===== src/rtl/propose_corner_point_seq.sv =====
// -----------------------------------------------------------------------------
// propose_corner_point_seq
//   Time-multiplexed corner-point proposer for the stochastic-search MCMC move.
//   A bank of NUM_CLAUSES integer-literal clauses (sum a_k*x_k + b >= 0) is
//   reduced one clause per cycle against a latched assignment for a chosen
//   variable x_v. The tightest lower/upper bounds on x_v are tracked, and one
//   corner of the resulting interval is proposed per start handshake.
//
// Ports
//   in_clk                  clock, rising edge
//   in_reset                synchronous active-high reset
//   in_clause_wr_en         write one clause slot (ignored while busy)
//   in_clause_index         slot to write (out-of-range indices dropped)
//   in_clause_coefficients  {b, a[NUM_VARS-1] .. a[0]}, a[0] in LSBs
//   in_start                request a proposal (sampled in IDLE only)
//   in_assignment           current assignment, x0 in LSBs
//   in_var_index            chosen variable v
//   in_clause_enable        per-clause participation mask
//   in_random_bit           corner select when both bounds exist (1 = upper)
//   out_busy                high from the cycle after accept through DONE
//   out_valid               one-cycle result pulse
//   out_new_value           proposed value for x_v
//   out_lower_found         at least one lower bound seen
//   out_upper_found         at least one upper bound seen
//   out_conflict            lower > upper, value falls back to current x_v
//   out_saturated           chosen bound was clipped to the VAR_W range
// -----------------------------------------------------------------------------
module propose_corner_point_seq #(
    parameter int COEF_W       = 8,
    parameter int VAR_IDX_W    = 2,
    parameter int VAR_W        = 8,
    parameter int NUM_CLAUSES  = 8,
    parameter int CLAUSE_IDX_W = 3
) (
    input  logic                                   in_clk,
    input  logic                                   in_reset,
    input  logic                                   in_clause_wr_en,
    input  logic [CLAUSE_IDX_W-1:0]                in_clause_index,
    input  logic [(2**VAR_IDX_W+1)*COEF_W-1:0]     in_clause_coefficients,
    input  logic                                   in_start,
    input  logic [(2**VAR_IDX_W)*VAR_W-1:0]        in_assignment,
    input  logic [VAR_IDX_W-1:0]                   in_var_index,
    input  logic [NUM_CLAUSES-1:0]                 in_clause_enable,
    input  logic                                   in_random_bit,
    output logic                                   out_busy,
    output logic                                   out_valid,
    output logic [VAR_W-1:0]                       out_new_value,
    output logic                                   out_lower_found,
    output logic                                   out_upper_found,
    output logic                                   out_conflict,
    output logic                                   out_saturated
);

    localparam int NUM_VARS = 2**VAR_IDX_W;
    localparam int CL_W     = (NUM_VARS + 1) * COEF_W;
    localparam int ACC_W    = COEF_W + VAR_W + VAR_IDX_W + 1;
    localparam int VMAX_I   = 2**(VAR_W-1) - 1;
    localparam logic signed [ACC_W-1:0] VMAX = ACC_W'(VMAX_I);
    localparam logic signed [ACC_W-1:0] VMIN = ACC_W'(-VMAX_I - 1);
    localparam logic [CLAUSE_IDX_W-1:0] LAST_IDX = CLAUSE_IDX_W'(NUM_CLAUSES - 1);

    typedef enum logic [1:0] {S_IDLE, S_SCAN, S_DRAIN, S_DONE} state_t;
    typedef enum logic [1:0] {K_NONE, K_LOWER, K_UPPER} kind_t;

    state_t state_q, state_d;

    logic [CL_W-1:0]               clause_mem [NUM_CLAUSES];
    logic [NUM_VARS*VAR_W-1:0]     asg_q;
    logic [VAR_IDX_W-1:0]          var_q;
    logic [NUM_CLAUSES-1:0]        en_q;
    logic                          rnd_q;
    logic [CLAUSE_IDX_W-1:0]       scan_idx;

    logic                          s1_valid;
    kind_t                         s1_kind;
    logic signed [ACC_W-1:0]       s1_r;
    logic signed [ACC_W-1:0]       lower_q, upper_q;
    logic                          lower_found, upper_found;

    logic [VAR_W-1:0]              hold_value;
    logic                          hold_lf, hold_uf, hold_cf, hold_sat;

    logic                          start_accept;
    logic                          idx_in_range;
    logic [CL_W-1:0]               cl_rd;
    logic signed [COEF_W-1:0]      a_v;
    kind_t                         kind_d;
    logic signed [ACC_W-1:0]       r_d;

    logic [VAR_W-1:0]              res_value;
    logic                          res_conflict, res_sat;

    // b + sum over k != v of a_k*x_k, all terms sign-extended to ACC_W first
    // so no partial sum can overflow.
    function automatic logic signed [ACC_W-1:0] reduce_clause(
        input logic [CL_W-1:0]           cl,
        input logic [NUM_VARS*VAR_W-1:0] asg,
        input logic [VAR_IDX_W-1:0]      v
    );
        logic signed [ACC_W-1:0]  acc;
        logic signed [COEF_W-1:0] a_k;
        logic signed [VAR_W-1:0]  x_k;
        acc = ACC_W'($signed(cl[NUM_VARS*COEF_W +: COEF_W]));
        for (int k = 0; k < NUM_VARS; k++) begin
            a_k = cl[k*COEF_W +: COEF_W];
            x_k = asg[k*VAR_W +: VAR_W];
            if (VAR_IDX_W'(k) != v) acc = acc + ACC_W'(a_k) * ACC_W'(x_k);
        end
        return acc;
    endfunction

    generate
        if (NUM_CLAUSES < 2**CLAUSE_IDX_W) begin : g_idx_chk
            assign idx_in_range = int'(in_clause_index) < NUM_CLAUSES;
        end else begin : g_idx_full
            assign idx_in_range = 1'b1;
        end
    endgenerate

    assign start_accept = (state_q == S_IDLE) && in_start;

    // ---------------- FSM ----------------
    always_ff @(posedge in_clk) begin
        // NOTE: sequential state uses non-blocking assignments so every register
        // samples pre-edge values regardless of block ordering.
        if (in_reset) state_q <= S_IDLE;
        else          state_q <= state_d;
    end

    always_comb begin
        // NOTE: every output of this block gets a default first so no path
        // leaves a signal unassigned and infers a latch.
        state_d   = state_q;
        out_busy  = 1'b0;
        out_valid = 1'b0;
        case (state_q)
            S_IDLE:  if (in_start) state_d = S_SCAN;
            S_SCAN:  begin
                out_busy = 1'b1;
                if (scan_idx == LAST_IDX) state_d = S_DRAIN;
            end
            S_DRAIN: begin
                out_busy = 1'b1;
                state_d  = S_DONE;
            end
            S_DONE:  begin
                out_busy  = 1'b1;
                out_valid = 1'b1;
                state_d   = S_IDLE;
            end
            default: state_d = S_IDLE;
        endcase
    end

    // ---------------- stage 1 input: one clause per SCAN cycle ----------------
    always_comb begin
        cl_rd  = clause_mem[scan_idx];
        a_v    = cl_rd[var_q*COEF_W +: COEF_W];
        r_d    = reduce_clause(cl_rd, asg_q, var_q);
        kind_d = K_NONE;
        if (en_q[scan_idx]) begin
            if (a_v == COEF_W'(1))       kind_d = K_LOWER;
            else if (a_v == {COEF_W{1'b1}}) kind_d = K_UPPER;
        end
    end

    // ---------------- result selection (valid in DONE) ----------------
    always_comb begin
        logic signed [ACC_W-1:0] chosen;
        logic                    use_bound;
        res_conflict = lower_found && upper_found && (lower_q > upper_q);
        res_sat      = 1'b0;
        res_value    = asg_q[var_q*VAR_W +: VAR_W];
        chosen       = lower_q;
        use_bound    = 1'b1;
        if (lower_found && upper_found) begin
            if (res_conflict) use_bound = 1'b0;
            else if (rnd_q)   chosen = upper_q;
        end else if (upper_found) begin
            chosen = upper_q;
        end else if (!lower_found) begin
            use_bound = 1'b0;
        end
        if (use_bound) begin
            if (chosen > VMAX) begin
                res_value = VAR_W'(VMAX);
                res_sat   = 1'b1;
            end else if (chosen < VMIN) begin
                res_value = VAR_W'(VMIN);
                res_sat   = 1'b1;
            end else begin
                res_value = VAR_W'(chosen);
            end
        end
    end

    // ---------------- datapath registers ----------------
    always_ff @(posedge in_clk) begin
        if (in_reset) begin
            // NOTE: the clause bank must read as all-zero after reset, so it
            // is built from flops with an explicit clear rather than a RAM.
            for (int i = 0; i < NUM_CLAUSES; i++) clause_mem[i] <= '0;
            asg_q       <= '0;
            var_q       <= '0;
            en_q        <= '0;
            rnd_q       <= 1'b0;
            scan_idx    <= '0;
            s1_valid    <= 1'b0;
            s1_kind     <= K_NONE;
            s1_r        <= '0;
            lower_q     <= '0;
            upper_q     <= '0;
            lower_found <= 1'b0;
            upper_found <= 1'b0;
            hold_value  <= '0;
            hold_lf     <= 1'b0;
            hold_uf     <= 1'b0;
            hold_cf     <= 1'b0;
            hold_sat    <= 1'b0;
        end else begin
            if (in_clause_wr_en && !out_busy && idx_in_range)
                clause_mem[in_clause_index] <= in_clause_coefficients;

            if (start_accept) begin
                asg_q       <= in_assignment;
                var_q       <= in_var_index;
                en_q        <= in_clause_enable;
                rnd_q       <= in_random_bit;
                scan_idx    <= '0;
                lower_found <= 1'b0;
                upper_found <= 1'b0;
            end else if (state_q == S_SCAN) begin
                scan_idx <= scan_idx + 1'b1;
            end

            // Stage 1 register; the DRAIN cycle lets the last clause retire.
            s1_valid <= (state_q == S_SCAN);
            s1_kind  <= kind_d;
            s1_r     <= r_d;

            // Stage 2: a_v=+1 gives x_v >= -r, a_v=-1 gives x_v <= r.
            if (s1_valid) begin
                if (s1_kind == K_LOWER && (!lower_found || -s1_r > lower_q)) begin
                    lower_q     <= -s1_r;
                    lower_found <= 1'b1;
                end
                if (s1_kind == K_UPPER && (!upper_found || s1_r < upper_q)) begin
                    upper_q     <= s1_r;
                    upper_found <= 1'b1;
                end
            end

            if (state_q == S_DONE) begin
                hold_value <= res_value;
                hold_lf    <= lower_found;
                hold_uf    <= upper_found;
                hold_cf    <= res_conflict;
                hold_sat   <= res_sat;
            end
        end
    end

    // Live result during DONE, held copy afterwards.
    assign out_new_value   = (state_q == S_DONE) ? res_value    : hold_value;
    assign out_lower_found = (state_q == S_DONE) ? lower_found  : hold_lf;
    assign out_upper_found = (state_q == S_DONE) ? upper_found  : hold_uf;
    assign out_conflict    = (state_q == S_DONE) ? res_conflict : hold_cf;
    assign out_saturated   = (state_q == S_DONE) ? res_sat      : hold_sat;

endmodule


===== config.mk =====
export PLATFORM = sky130hd
export DESIGN_NAME = propose_corner_point_seq
export DESIGN_NICKNAME = d
export VERILOG_FILES = /design/src/rtl/propose_corner_point_seq.sv
export SDC_FILE = /design/constraint.sdc
export NUM_CORES = 2
export LEC_CHECK = 0
export ABC_AREA = 0
export CORE_UTILIZATION = 45
export CTS_BUF_LIST = sky130_fd_sc_hd__clkbuf_16
export DETAILED_ROUTE_END_ITERATION = 8
export PLACE_DENSITY = 0.57
export SYNTH_ARGS = -nofsm -noshare
export SYNTH_HDL_FRONTEND = slang
export SYNTH_SLANG_ARGS = --single-unit

===== constraint.sdc =====
create_clock -name in_clk -period 34.7 [get_ports in_clk]
set_clock_uncertainty 0.15 [all_clocks]
set_input_delay 6.94 -clock in_clk [delete_from_list [all_inputs] [get_ports in_clk]]
set_output_delay 6.94 -clock in_clk [all_outputs]
set_load 0.02 [all_outputs]

# Word level (Yosys, flattened, before mapping)
# Memories as Yosys holds them, arrays and structs flattened. A register that Yosys moved wholly into a read port is not among the register bits.
# Index checks and enable logic that the tools add are counted.
# classes
mul	4
n_mux	48
n_bitwise	1
n_addsub	6
shifts	2
order_cmp	6
eq_ne	13
n_reduce_logical	21
# op_table
cell	count
$mux W19	8
$mul A8 B8 Y16	4
$add A19 B16 Y19	3
$mux W40	1
$reduce_or A40 Y1	1
$shiftx A40 B6 Y8	1
$gt A19 B19 Y1	2
$mux W8	4
$shiftx A32 B6 Y8	1
$mux W1	27
$gt A19 B8 Y1 const B	1
$lt A19 B19 Y1	1
$lt A19 B8 Y1 const B	1
$neg A19 Y19	1
$add A8 B16 Y17	1
$mux W3	3
$eq A8 B2 Y1 const B	1
$eq A8 B8 Y1 const B	1
$pmux W2 S4	1
$eq A2 B2 Y1 const B	3
$logic_and A1 B1 Y1	6
$mux W2	3
$reduce_and A2 Y1	3
$reduce_or A3 Y1	2
14 further kinds	21
# word_totals
ram_bits	320
reg_bits	122
out_inout_bits	14
inputBits	90
memories	1
# memory_table
name	depth	width	rd	rd_ports_with_merged_regs	wr	line_no	text
clause_mem	8	40	1	1	8	67	logic [CL_W-1:0] clause_mem [NUM_CLAUSES];

# Depth between registers and ports, before layout
# logic_depth
ltp_word	10
depth_mapped	69

# Worst setup path before layout
# Ideal clock, no wire load.
# synth_timing
path_kind	flip-flop to flip-flop
start	register (tool-made name)
end	register s1_r[18]
arrival_ps	16592
required_ps	34434
path_slack_ps	17841
setup_ps	116
stages_incl_launch_ff	64
path_cell_list	dfxtp_1 buf_4 buf_2 buf_2 buf_1 mux2_2 and2_1 fa_1 inv_1 fa_1 inv_1 fa_1 fa_1 fa_1 ha_1 inv_1 o21bai_1 a21oi_1 [... 28 more ...] xnor2_1 mux2i_1 fa_1 fa_1 inv_1 fa_1 inv_1 fa_1 inv_1 ha_1 ha_1 and3_1 a211o_1 a21oi_1 xnor2_1 mux2i_1 xor2_1 o211a_1
# synth_lines
element	line_no	text
to (signal assigned)	239	s1_r <= r_d;
to (decl)	76	logic signed [ACC_W-1:0] s1_r;

==> summary.txt <==
Setup violations, final: 0
Final Hold Fails: 0
Worst Setup Slack post-DPL: 15080 ps
max-cap check violation count: 0
post-cts gate resize count: 0
Setup crit start kind: flip-flop
DP HPWL: 68.3 mm
Post-Synthesis Mean Instance Area: 11.2 sq um
biggest cell delay along the critical path: 850 ps
DR iter-0 viols: 1749
number of enable flip-flop cells after synthesis: 320
fraction of the yosys area taken by sequential cells: 0.349
CTS max path bufs: 3
leading cell types in the layout, fill and taps excluded: inv_1 (396), and2_1 (368), edfxtp_1 (320), fa_1 (317), nand2_1 (251)
status: completed
root buffer cell: clkbuf_16
DRC violations left: 0
number of placement rows: 101
dpl cell area: 36900 sq um
flip-flop and latch count after synthesis: 445
number of buffers inserted by hold repair at cts: 0
number of nets still failing antenna checks after routing: 0
routed vias: 22900
clock transition at the registers of the reported paths: 60 ps
worst min-delay path category: reg -> reg
Warnings, synthesis: 0
total count of max-transition violations in the final report: 0
number of buffers inserted by port buffering: 103
routed length per instance: 22.4 microns
data arrival time of the critical path: 19900 ps
num ports: 104
total inserted antenna cells: 0
CP required: 35060 ps
fmax: 0.0512 GHz
final-layout setup total negative slack: 0 ps
gr ovfl total: 0
CTS tree: yes
most common cell after layout, fill and taps aside: inv_1
first-pass GRT wire length: 146 mm
aggregate global-route resource usage: 0.248
Total Routed Length: 94.7 mm
total number of H-tree levels: 2
minimum clock period: 19540 ps
pin count of the biggest net entering global routing: 49
Clk Latency, worst-skew pair: 620 ps
portion of the clock cycle consumed by the worst path in the final layout: 0.563
cells after synthesis: 3089
cts bufs inserted: 51
Layout fillers: 6842
via count of the first global-routing pass: 24500
post-CTS setup buffer count: 0
Area Growth Syn to Fin: 11.0%
setup repair after global routing missed its margin: false
Syn Nets: 3728
Final WS setup: 15160 ps
Crit Path Class: reg -> reg
Placer Congestion: 0.904
launch point of the worst hold path: en_q[2]
Max FO, Critical Path: 44
mapped cell area: 34700 sq um
Final Instance Count excl. Fillers: 4228
standard cell with the maximum stage delay on the critical path: buf_4
placed cell count: 4135
number of nets in the layout: 3797
fraction of synthesis flops using an asynchronous set or reset pin: 0
worst slew pin tran: 1250 ps
area of all placed cells without fillers: 38500 sq um
via-per-instance ratio: 5.42
share of final-layout standard cells stronger than drive strength 1: 0.0860
Die ar.: 78200 sq um
horizontal extent of the die: 280 microns
crit end category: flip-flop
DRT Pass-1 Iters: 5
die height: 280 microns
starting utilization of the core area: 0.456
Max-Slew Margin vs Limit: 0.143
post-synthesis cell type count: 77
antenna violations before repair: 4
flip-flop cell with the highest count after synthesis: edfxtp_1
clock sink count: 445
placeable core area: 76100 sq um
library cell appearing most often on the critical path: fa_1
[registers in the layout, summed over array words and instances (netlist names), 3 cells and up, named ones only]
signal / count
asg_q: 32
clause_mem: 320
en_q: 8
hold_value: 8
lower_q: 19
s1_r: 19
scan_idx: 3
upper_q: 19
[stage by stage]
stage,util,hold WS (ps)
floorplan,-,283
global placement,0.485,298
detailed placement,0.485,298
CTS,0.506,305
global route,0.506,320
finish,0.506,305
[final cells by class]
cell class                      instances  area (sq um)  area share
Clock buffer                           52          1300      0.0338
Clock inverter                         41           352     0.00912
Inverter                              391          1470      0.0381
Multi-Input combinational cell       2125         20700       0.536
Sequential cell                       445         12100       0.315
Tap cell                             1030          1290      0.0334
Timing Repair Buffer                  144          1340      0.0347
[logic make-up after synthesis]
logic type | synth area share
buf+inv | 0.0592
flops | 0.349
simple gates | 0.153
xor+xnor | 0.0225
compound gates | 0.0507
mux | 0.0992
fa+ha+maj | 0.266
[cells in the mapped netlist (all sizes together) (13+ instances only)]
library cell | number | area (sq um)
nand3 | 16 | 80.1
edfxtp | 320 | 9610
ha | 232 | 2900
buf | 41 | 260
and2 | 369 | 2310
mux4 | 97 | 2230
inv | 390 | 1460
nand2b | 53 | 332
nor2b | 94 | 588
nand4 | 19 | 125
mux2 | 24 | 274
o21a | 13 | 97.6
fa | 317 | 6350
clkbuf | 87 | 327
xor2 | 29 | 254
nor2 | 112 | 430
mux2i | 91 | 935
a21oi | 128 | 652
o21ai | 40 | 200
dfxtp | 125 | 2500
a21o | 28 | 210
nor3 | 29 | 155
a211oi | 14 | 110
xnor2 | 60 | 526
nand2 | 252 | 946
[path summary, 6_finish.rpt]
path | depth (start not counted) | endpoint | slack (ps)
max | 61 | s1_r[18] | 15160
min | 2 | en_q[2] | 300
max reg2reg | 61 | s1_r[18] | 15160
min reg2reg | 2 | en_q[2] | 300
[worst max-delay path, delay by kind of cell, from the launching register on]
family,cells,cell delay [ps]
adder cells (fa/ha/maj),24,10750
AO/OA/AOI/OAI,9,1970
multiplexers,5,1900
XOR/XNOR,5,1280
buffers and inverters,9,1250
AND/OR/NAND/NOR,9,1190
flip-flops,1,840
[routing by layer]
layer  vias up  GRT usage  wire (microns)
li1      10500          -               -
met1     11700      0.321           39800
met2       604      0.421           45700
met3       157     0.0410            5740
met4         4     0.0843            3350
met5         -          0              34
Power is not shown: default switching activity piles up to over one toggle a cycle in this logic, so the estimate is an artifact.
